File: config.mk
export PLATFORM = sky130hd
export DESIGN_NAME = bus_arbiter_lv1_lv2
export DESIGN_NICKNAME = d
export VERILOG_FILES = /design/src/rtl/bus_arbiter_lv1_lv2_pkg.sv /design/src/rtl/bus_arbiter_lv1_lv2_rr_pick.sv /design/src/rtl/bus_arbiter_lv1_lv2.sv
export SDC_FILE = /design/constraint.sdc
export NUM_CORES = 1
export LEC_CHECK = 0
export ABC_AREA = 1
export BUFFER_PORTS_ARGS = -buffer_cell sky130_fd_sc_hd__clkbuf_2
export CORE_UTILIZATION = 40
export DETAILED_ROUTE_END_ITERATION = 6
export PLACE_DENSITY = 0.62
export SYNTH_ARGS = -nofsm -noshare
export SYNTH_HDL_FRONTEND = slang
export SYNTH_SLANG_ARGS = --single-unit
File: constraint.sdc
create_clock -name clk -period 4.5 [get_ports clk]
set_clock_uncertainty 0.05 [all_clocks]
set_input_delay 0.225 -clock clk [delete_from_list [all_inputs] [get_ports clk]]
set_output_delay 0.225 -clock clk [all_outputs]
set_load 0.02 [all_outputs]
File: src/rtl/bus_arbiter_lv1_lv2_pkg.sv
// Shared types and index helpers for the lv1-lv2 bus arbiter.
// Proc requester index is {core, il}: dl of a core is even, il is odd.
package bus_arbiter_lv1_lv2_pkg;

   localparam int NUM_PROC_REQ = 8;

   typedef enum logic [1:0] {
      P_IDLE    = 2'd0,
      P_GRANT   = 2'd1,
      P_RELEASE = 2'd2
   } proc_state_e;

   typedef enum logic {
      S_IDLE  = 1'b0,
      S_GRANT = 1'b1
   } snp_state_e;

   function automatic logic [2:0] proc_idx(input logic [1:0] core, input logic il);
      return {core, il};
   endfunction

   function automatic logic [1:0] idx_core(input logic [2:0] idx);
      return idx[2:1];
   endfunction

   function automatic logic [2:0] onehot_to_idx8(input logic [7:0] oh);
      logic [2:0] r;
      r = '0;
      for (int i = 0; i < 8; i++) if (oh[i]) r = 3'(i);
      return r;
   endfunction

   function automatic logic [1:0] onehot_to_idx4(input logic [3:0] oh);
      logic [1:0] r;
      r = '0;
      for (int i = 0; i < 4; i++) if (oh[i]) r = 2'(i);
      return r;
   endfunction

endpackage

File: src/rtl/bus_arbiter_lv1_lv2_rr_pick.sv
// Round-robin picker: one-hot grant for the first requester strictly after ptr.
// N must be a power of two so the pointer sum wraps naturally.
module rr_pick #(
   parameter int N     = 8,
   parameter int PTR_W = 3
) (
   input  logic [N-1:0]     req,
   input  logic [PTR_W-1:0] ptr,
   output logic [N-1:0]     gnt
);

   always_comb begin
      logic             found;
      logic [PTR_W-1:0] k;
      gnt   = '0;
      found = 1'b0;
      k     = '0;
      for (int i = 1; i <= N; i++) begin
         k = ptr + PTR_W'(i);
         if (!found && req[k]) begin
            gnt[k] = 1'b1;
            found  = 1'b1;
         end
      end
   end

endmodule

File: src/rtl/bus_arbiter_lv1_lv2.sv
// lv1-lv2 bus arbiter: round-robin proc grant over 8 requesters plus snoop grants.
// Optional grant-hold timeout enabled by defining LV1_LV2_ARB_TIMEOUT_EN.
module bus_arbiter_lv1_lv2
   import bus_arbiter_lv1_lv2_pkg::*;
#(
   parameter int NUM_CORES   = 4,
   parameter int TIMEOUT_CYC = 1024
) (
   input  logic       clk,
   input  logic       rst_n,
   input  logic [3:0] bus_lv1_lv2_req_proc_dl,
   input  logic [3:0] bus_lv1_lv2_req_proc_il,
   input  logic [3:0] bus_lv1_lv2_req_snoop,
   output logic [3:0] bus_lv1_lv2_gnt_proc_dl,
   output logic [3:0] bus_lv1_lv2_gnt_proc_il,
   output logic [3:0] bus_lv1_lv2_gnt_snoop,
   output logic       bus_lv1_lv2_gnt_lv2,
   output logic       arb_timeout
);

   proc_state_e             p_state_d, p_state_q;
   snp_state_e              s_state_d, s_state_q;
   logic [NUM_PROC_REQ-1:0] preq, pick_proc, gnt_proc_d, gnt_proc_q;
   logic [3:0]              own_core, snp_eff, pick_snp, gnt_snp_d, gnt_snp_q;
   logic [2:0]              rr_ptr_d, rr_ptr_q;
   logic [1:0]              snp_ptr_d, snp_ptr_q;
   logic                    own_req, snp_held, timeout_hit;
   logic                    unused_params;

   assign unused_params = ^{NUM_CORES[0], TIMEOUT_CYC[0]};

   always_comb begin
      preq     = '0;
      own_core = '0;
      for (int c = 0; c < 4; c++) begin
         preq[proc_idx(2'(c), 1'b0)] = bus_lv1_lv2_req_proc_dl[c];
         preq[proc_idx(2'(c), 1'b1)] = bus_lv1_lv2_req_proc_il[c];
      end
      for (int i = 0; i < NUM_PROC_REQ; i++)
         if (gnt_proc_q[i]) own_core[idx_core(3'(i))] = 1'b1;
   end

   // The owner's own core never competes for a snoop grant.
   assign own_req  = |(preq & gnt_proc_q);
   assign snp_eff  = bus_lv1_lv2_req_snoop & ~own_core;
   assign snp_held = |(bus_lv1_lv2_req_snoop & gnt_snp_q);

   rr_pick #(.N(NUM_PROC_REQ), .PTR_W(3)) u_pick_proc (
      .req (preq),
      .ptr (rr_ptr_q),
      .gnt (pick_proc)
   );

   rr_pick #(.N(4), .PTR_W(2)) u_pick_snp (
      .req (snp_eff),
      .ptr (snp_ptr_q),
      .gnt (pick_snp)
   );

`ifdef LV1_LV2_ARB_TIMEOUT_EN
   localparam int TO_W = $clog2(TIMEOUT_CYC + 1);
   logic [TO_W-1:0] to_cnt_d, to_cnt_q;
   logic            to_flag_d, to_flag_q;

   // Hit on the last allowed grant cycle so the grant is high TIMEOUT_CYC cycles.
   assign timeout_hit = (p_state_q == P_GRANT) && (to_cnt_q == TO_W'(TIMEOUT_CYC - 1));

   always_comb begin
      to_cnt_d  = ((p_state_q == P_GRANT) && !timeout_hit) ? to_cnt_q + TO_W'(1) : '0;
      to_flag_d = to_flag_q | timeout_hit;
   end

   always_ff @(posedge clk or negedge rst_n) begin
      if (!rst_n) begin
         to_cnt_q  <= '0;
         to_flag_q <= 1'b0;
      end else begin
         to_cnt_q  <= to_cnt_d;
         to_flag_q <= to_flag_d;
      end
   end

   assign arb_timeout = to_flag_q;
`else
   assign timeout_hit = 1'b0;
   assign arb_timeout = 1'b0;
`endif

   always_comb begin
      p_state_d  = p_state_q;
      gnt_proc_d = gnt_proc_q;
      rr_ptr_d   = rr_ptr_q;
      case (p_state_q)
         P_IDLE: begin
            gnt_proc_d = '0;
            if (|preq) begin
               gnt_proc_d = pick_proc;
               rr_ptr_d   = onehot_to_idx8(pick_proc);
               p_state_d  = P_GRANT;
            end
         end
         P_GRANT: begin
            if (timeout_hit || (!own_req && (s_state_q == S_IDLE))) begin
               gnt_proc_d = '0;
               p_state_d  = P_RELEASE;
            end
         end
         default: begin
            gnt_proc_d = '0;
            p_state_d  = P_IDLE;
         end
      endcase
   end

   // A snoop is only granted while the owner still holds the bus next cycle.
   always_comb begin
      s_state_d = s_state_q;
      gnt_snp_d = gnt_snp_q;
      snp_ptr_d = snp_ptr_q;
      if (s_state_q == S_IDLE) begin
         gnt_snp_d = '0;
         if ((p_state_q == P_GRANT) && own_req && !timeout_hit && (|snp_eff)) begin
            gnt_snp_d = pick_snp;
            snp_ptr_d = onehot_to_idx4(pick_snp);
            s_state_d = S_GRANT;
         end
      end else if (!snp_held || timeout_hit) begin
         gnt_snp_d = '0;
         s_state_d = S_IDLE;
      end
   end

   always_ff @(posedge clk or negedge rst_n) begin
      if (!rst_n) begin
         p_state_q  <= P_IDLE;
         s_state_q  <= S_IDLE;
         gnt_proc_q <= '0;
         gnt_snp_q  <= '0;
         rr_ptr_q   <= 3'd7;
         snp_ptr_q  <= 2'd3;
      end else begin
         p_state_q  <= p_state_d;
         s_state_q  <= s_state_d;
         gnt_proc_q <= gnt_proc_d;
         gnt_snp_q  <= gnt_snp_d;
         rr_ptr_q   <= rr_ptr_d;
         snp_ptr_q  <= snp_ptr_d;
      end
   end

   always_comb begin
      for (int c = 0; c < 4; c++) begin
         bus_lv1_lv2_gnt_proc_dl[c] = gnt_proc_q[proc_idx(2'(c), 1'b0)];
         bus_lv1_lv2_gnt_proc_il[c] = gnt_proc_q[proc_idx(2'(c), 1'b1)];
      end
   end

   assign bus_lv1_lv2_gnt_snoop = gnt_snp_q;
   assign bus_lv1_lv2_gnt_lv2   = |gnt_proc_q;

endmodule

==> results of run 1 <==
==> path summary, 6_finish.rpt <==
| kind | startpoint | to | slack, ps |
|---|---|---|---|
| min reg2reg | p_state_q[1]$_DFFE_PN0P_ | p_state_q[1]$_DFFE_PN0P_ | 500 |
| max | rr_ptr_q[0]$_DFFE_PN1P_ | rr_ptr_q[1]$_DFFE_PN1P_ | 990 |
| max reg2reg | rr_ptr_q[0]$_DFFE_PN1P_ | rr_ptr_q[1]$_DFFE_PN1P_ | 990 |
| min in group clk | bus_lv1_lv2_req_snoop[2] | s_state_q$_DFF_PN0_ | 430 |
| min | rst_n | gnt_proc_q[3]$_DFFE_PN0P_ | 430 |
| max in group asynchronous | rst_n | snp_ptr_q[0]$_DFFE_PN1P_ | 3620 |
==> logic make-up (layout without fill, tap and decap cells) <==
group	count (synthesis)	count (layout)
DFF	20	20
AOI/OAI and AO/OA	51	51
adders and majority gates	14	14
buffers and inverters	74	98
and+or+nand+nor	270	270
other	1	1
==> registers in the layout, indices dropped and copies added, names as in the netlist <==
register               flops
gnt_proc_q                 8
bus_lv1_lv2_gnt_snoop      4
rr_ptr_q                   3
p_state_q                  2
snp_ptr_q                  2
s_state_q                  1
==> metrics by stage <==
| step | instances | util | setup WS [ps] | area (um2) |
|---|---|---|---|---|
| 2_1_floorplan | 430 | - | 1761 | 2615 |
| 3_3_place_gp | 526 | 0.4429 | 1144 | 2796 |
| 3_5_place_dp | 526 | 0.4429 | 1091 | 2796 |
| 4_1_cts | 531 | 0.4532 | 1070 | 2861 |
| 5_1_grt | 531 | 0.4532 | 767.6 | 2861 |
| 6_report | 531 | 0.4532 | 990.6 | 2861 |
==> synthesized netlist by cell type (2+ instances only) <==
master | count | area [um2]
nand2_1 | 99 | 371.6
inv_1 | 59 | 221.5
nand3_1 | 56 | 280.3
nor2_1 | 49 | 183.9
o21ai_0 | 31 | 155.2
nor3_1 | 16 | 80.08
dfrtp_1 | 15 | 375.4
ha_1 | 14 | 175.2
nand2_2 | 13 | 81.33
nand3_2 | 10 | 100.1
nand4_1 | 9 | 56.30
inv_2 | 8 | 30.03
a21oi_1 | 5 | 25.02
dfstp_2 | 5 | 131.4
nand2_4 | 5 | 56.30
o22ai_1 | 5 | 31.28
buf_2 | 3 | 15.01
nor4_1 | 3 | 18.77
o211ai_1 | 3 | 22.52
buf_4 | 2 | 15.01
nor2_2 | 2 | 12.51
nor2_4 | 2 | 22.52
==> critical path: stages, from the launching register on <==
cell	delay [ps]
dfstp_2	770
inv_2	280
ha_1	630
inv_2	210
nand3_2	130
nand2_1	70
nand2_1	100
nand2_4	100
nand3_2	160
nor2_1	60
nor2_1	110
nand3_1	80
nor2_1	170
nand3_1	160
nor2_1	170
nand2_1	80
a21oi_2	120
==> routing by layer <==
metal	routed length (um)	vias up	global-route usage
met1	3299	1357	0.2907
met2	3736	129	0.3838
met5	0	-	0
met4	229	0	0.09091
met3	483	20	0.02584
li1	-	1456	-
==> layout make-up <==
type / count / area share
Multi-Input combinational cell: 336 / 0.6331
Sequential cell: 20 / 0.1771
Timing Repair Buffer: 27 / 0.04897
Tap cell: 77 / 0.03367
Inverter: 67 / 0.08789
Clock buffer: 4 / 0.01924
==> summary.txt, run 1 <==
Synthesis
  – Synth warn: 0
  – Syn Nets: 458
  – Simple-gate area share of the yosys netlist: 0.5120
  – Largest family of logic cells by synthesized area: simple AND/OR/NAND/NOR gates
  – Distinct cells, synth: 38
  – Asr flop ratio synth: 1.000
  – Post-Synth XOR/XNOR Area: 0
  – Multiplexer share of the synthesized area: 0
  – #FFs+latches synth: 20
  – Top_reg_cell synth: dfrtp_1
  – Gate Count Post-Synth: 430
  – Compound-Gate Fraction of Synth Area: 0.1124
  – Synthesized area: 2615 um2
  – Post-Synth Adder-Cell Area: 0.06699
  – Avg Cell Area, Syn: 6.081 um2
  – Number of synthesized flops with an enable pin: 0
  – Register area share after synthesis: 0.1938

STA
  – Slew Limit Fails: 0
  – RSZ-0062 raised after global routing: false
  – Endpoints failing setup: 0
  – Worst hold margin: 426.2 ps
  – Count of final hold-check violations: 0
  – Final Cycle Share: 0.7799
  – Worst-Margin Slew: 507.7 ps
  – Highest clock rate: 0.2849 GHz
  – Setup tns final: 0 ps
  – Slew HR: 0.6579
  – Minimum clock period: 3509 ps

Worst setup path
  – Crit path required time: 4640 ps
  – Reg2Reg Depth: 16
  – Maximum fanout along the worst path: 22
  – CP startpoint kind: register
  – Critical path class: register to register
  – Endpoint class of the critical path: register
  – CP arrival: 3650 ps

Final layout
  – Most frequent cells in the layout: nand2_1, inv_1, nand3_1
  – Final nets: 483
  – N_diodes: 0
  – Commonest non-fill, non-tap cell in the layout: nand2_1
  – Fill cell count: 676
  – Share of cells above drive strength 1: 0.1784
  – FF/Latch Area: 506.7 um2
  – Synth-to-Final Area Change: 9.426%
  – Area taken by multi-input logic gates: 1812 um2

GRT
  – GRT overflow: 0
  – Vias in the first global route: 2715
  – Global-route wire length before repair: 12.74 mm
  – Antenna violations before repair: 0
  – Pin count of the biggest net entering global routing: 23
  – GR Util All Layers: 0.2258

Detailed routing
  – First-pass iteration count of the detailed router: 5
  – Total wire length: 7.748 mm
  – Starting DRT DRC Count: 270
  – Wire length per cell: 14.59 um
  – Number of routed nets with antenna violations: 0
  – DRC viols: 0
  – Vias: 2962
  – Via/cell ratio: 5.578

Floorplanning
  – Die area: 6865 um2
  – Die Span Y: 82.86 um
  – Core Rows: 29
  – Die Wd: 82.86 um
  – Initial core utilization: 0.4142
  – Core ar.: 6314 um2
  – I/O pin count: 28

CTS
  – Reg clk slew, reported paths: 70 ps
  – Hold buffers post-CTS: 1
  – CTS HTree Levels: 1
  – Clock Latency Late Sink: 260 ps
  – CTS Buf Count: 3
  – Root Buffer: clkbuf_8
  – Post_cts resized: 0
  – Post-CTS Setup Inserts: 0
  – CTS sink count: 20
  – CTS tree: done
  – Clk buf depth: 2

Place
  – Port Buffer Count: 26
  – DP Wirelength: 6.271 mm
  – GPL Wtd Cong: 1.004

Flow run
  – Max Cap Violations: 0

Hold path
  – Worst hold path type: input port to asynchronous set/reset pin

Run status
  – Status: finished clean
Power of run 1 is not shown: default switching activity piles up to over one toggle a cycle in this logic, so the estimate is an artifact.
==> run 2: changes to the inputs <==
--- a/config.mk
+++ b/config.mk
@@ -5,11 +5,11 @@
 export SDC_FILE = /design/constraint.sdc
 export NUM_CORES = 1
 export LEC_CHECK = 0
-export ABC_AREA = 1
+export ABC_AREA = 0
 export BUFFER_PORTS_ARGS = -buffer_cell sky130_fd_sc_hd__clkbuf_2
 export CORE_UTILIZATION = 40
 export DETAILED_ROUTE_END_ITERATION = 6
-export PLACE_DENSITY = 0.62
+export PLACE_DENSITY = 0.64
 export SYNTH_ARGS = -nofsm -noshare
 export SYNTH_HDL_FRONTEND = slang
 export SYNTH_SLANG_ARGS = --single-unit
==> constraint.sdc (replaced) <==
create_clock -name clk -period 2.8 [get_ports clk]
set_clock_uncertainty 0.05 [all_clocks]
set_input_delay 0.14 -clock clk [delete_from_list [all_inputs] [get_ports clk]]
set_output_delay 0.14 -clock clk [all_outputs]
set_load 0.02 [all_outputs]
==> run 2 against run 1 <==
  * Core utilization up 13 points
  * Critical path type unchanged
  * Synthesized cell count is 40% lower
  * Critical path depth fell by 5
  * Critical endpoint unchanged
  * Largest cell class unchanged
  * Fmax rose by 20%
  * The run now ends with setup timing left
  * Die area fell by 4.6%
==> summary.txt, run 2 <==
Worst setup path
  – Endpoint class of the critical path: register
  – CP startpoint kind: register
  – Worst reg2reg path startpoint: rr_ptr_q[0]$_DFFE_PN1P_
  – Reg2Reg Setup Slack: -120 ps
  – Worst Path Buf+Inv: 2
  – CP arrival: 3070 ps
  – Slowest-stage cell, CP: mux4_2
  – Max stage delay on crit path: 640 ps
  – Critical path class: register to register
  – Crit path required time: 2950 ps
  – Maximum fanout along the worst path: 6
  – R2r endpoint: rr_ptr_q[1]$_DFFE_PN1P_
  – Family with the most delay on the worst path: compound AO/OA/AOI/OAI gates
  – CP Cell Sequence: clkinv_4, ha_4, xor2_4, mux4_2, nand3_4, buf_6, nor4_2, a21o_1, a32oi_2, o211ai_1, a31oi_1
  – Reg2Reg Depth: 11

STA
  – Final Cycle Share: 1.043
  – Minimum clock period: 2921 ps
  – Endpoints failing setup: 9
  – Highest clock rate: 0.3423 GHz
  – Worst-Margin Slew: 569.0 ps
  – RSZ-0062 raised after global routing: true
  – Slew Limit Fails: 0
  – Final WS setup: -121.1 ps
  – Count of final hold-check violations: 0
  – Slew HR: 0.6172

Final layout
  – Fill cell count: 519
  – Synth-to-Final Area Change: 40.28%
  – N_diodes: 0
  – Post-layout utilization of the core: 0.5868
  – Top reg by flops: gnt_proc_q
  – Area taken by multi-input logic gates: 2155 um2
  – Finished layout cell area: 3495 um2
  – Non-Filler Instances: 410
  – Final nets: 364
  – Largest register FFs: 8
  – Commonest non-fill, non-tap cell in the layout: buf_4
  – Most frequent cells in the layout: buf_4, clkbuf_2, nor2_1
  – FF/Latch Area: 506.7 um2
  – Share of cells above drive strength 1: 0.4985

GRT
  – GR Util All Layers: 0.2566
  – Vias in the first global route: 2563
  – Global-route wire length before repair: 12.92 mm
  – Pin count of the biggest net entering global routing: 22
  – Antenna violations before repair: 0
  – GRT overflow: 0

Run status
  – Status: finished with violations
  – Failing checks: setup timing

Synthesis
  – Syn Nets: 284
  – Synth warn: 0
  – Most common cell in the synthesized netlist: nor2_1
  – Number of synthesized flops with an enable pin: 0
  – Register area share after synthesis: 0.2034
  – Avg Cell Area, Syn: 9.731 um2
  – #FFs+latches synth: 20
  – Leading post-synthesis cells by cell area: dfrtp_1, mux4_2, ha_1, dfstp_2, mux2i_1
  – Commonest cells post-synth: nor2_1, nand2_1, dfrtp_1, mux4_2, ha_1
  – Yosys top cell by area: dfrtp_1
  – Asr flop ratio synth: 1.000
  – Gate Count Post-Synth: 256
  – Synthesized area: 2491 um2
  – Top_reg_cell synth: dfrtp_1
  – Post-synth top area share: 0.1507
  – Distinct cells, synth: 65

Floorplanning
  – Die area: 6547 um2
  – I/O pin count: 28
  – Core ar.: 5956 um2
  – Core Rows: 28
  – Die Wd: 80.92 um
  – Die Span Y: 80.92 um
  – Initial core utilization: 0.4183

Detailed routing
  – DRC viols: 0
  – First-pass iteration count of the detailed router: 4
  – Wire length per cell: 19.99 um
  – Number of routed nets with antenna violations: 0
  – Total wire length: 8.197 mm
  – Starting DRT DRC Count: 175
  – Vias: 2626
  – Via/cell ratio: 6.405

CTS
  – CTS Buf Count: 3
  – Clock Latency Late Sink: 270 ps
  – CTS HTree Levels: 1
  – Reg clk slew, reported paths: 70 ps
  – CTS tree: done
  – Clk buf depth: 2
  – Root Buffer: clkbuf_8
  – CTS sink count: 20

Place
  – GPL Wtd Cong: 0.8321
  – Post-placement cell count: 395
  – DP Wirelength: 5.991 mm
  – Post-DP Area: 3067 um2
  – Port Buffer Count: 26

Flow run
  – Max Cap Violations: 0

Hold path
  – Worst hold path type: input port to asynchronous set/reset pin
-- run 2: cell count changes after synthesis, sizes merged, moves of 6 or more --
cell / delta
mux2: +7
clkbuf: +7
nand2: -100
mux2i: +12
a22o: +9
a221oi: +6
nor2: -28
inv: -61
a22oi: +11
nor3: -9
nand3: -55
o21ai: -23
mux4: +15
-- run 2: cell families after synthesis --
| group | after synthesis | synth area share |
|---|---|---|
| buffers and inverters | 19 | 0.03817 |
| flip-flops | 20 | 0.2034 |
| AO/OA/AOI/OAI | 73 | 0.2331 |
| adder cells (fa/ha/maj) | 14 | 0.07032 |
| AND/OR/NAND/NOR | 91 | 0.2009 |
| other | 1 | 0.001505 |
| multiplexers | 34 | 0.2220 |
| XOR/XNOR | 4 | 0.03064 |
-- run 2: worst max path at each step --
stage                     depth (start not counted)                    start                   endpoint
final                                            11  rr_ptr_q[0]$_DFFE_PN1P_    rr_ptr_q[1]$_DFFE_PN1P_
after floorplan                                  12  rr_ptr_q[0]$_DFFE_PN1P_    rr_ptr_q[1]$_DFFE_PN1P_
after detailed placement                         11  rr_ptr_q[1]$_DFFE_PN1P_    rr_ptr_q[1]$_DFFE_PN1P_
after CTS                                         9  rr_ptr_q[0]$_DFFE_PN1P_    rr_ptr_q[1]$_DFFE_PN1P_
after global routing                             11  rr_ptr_q[0]$_DFFE_PN1P_    rr_ptr_q[1]$_DFFE_PN1P_
after global placement                            9  rr_ptr_q[0]$_DFFE_PN1P_  gnt_proc_q[7]$_DFFE_PN0P_
-- run 2: what timing repair did --
item | CTS | global route
buffers inserted | 6 | 6
setup endpoints to repair | 11 | 11
resized for setup | 20 | 36
endpoints found under the hold margin | 15 | 0
pin swaps | 12 | 16
hold buffers | 1 | 0
-- run 2: area by class of cell --
type                       instances  share of cell area
multi-input combinational        217              0.6165
timing repair buffer              88              0.1880
sequential                        20              0.1450
tap                               75             0.02685
clock buffer                       4             0.01575
inverter                           6            0.007877
-- run 2: worst register-to-register path, stage by stage, from the launching register on --
cell and delay [ps]:
dfstp_2 590, clkinv_4 70, ha_4 190, xor2_4 160, mux4_2 640, nand3_4 190, buf_6 130, nor4_2 40
a21o_1 180, a32oi_2 270, o211ai_1 140, a31oi_1 180
-- run 2: routing by layer --
metal | wire [um] | part of all wire | GRT usage
met5 | 0 | 0 | 0
met4 | 218 | 0.027 | 0.1018
met3 | 555 | 0.068 | 0.01798
met2 | 3925 | 0.48 | 0.4336
met1 | 3497 | 0.43 | 0.3404
-- run 2: through the flow --
stage          setup TNS, ps  setup slack, ps  hold WS [ps]
2_1_floorplan          -1646           -228.0        -205.6
3_3_place_gp           -1267           -192.4         75.56
3_5_place_dp           -1212           -185.5         75.85
4_1_cts               -919.4           -116.9         326.5
5_1_grt                -1597           -225.3         369.9
6_report              -533.7           -121.1         313.7
Power of run 2 is left out for the same reason.
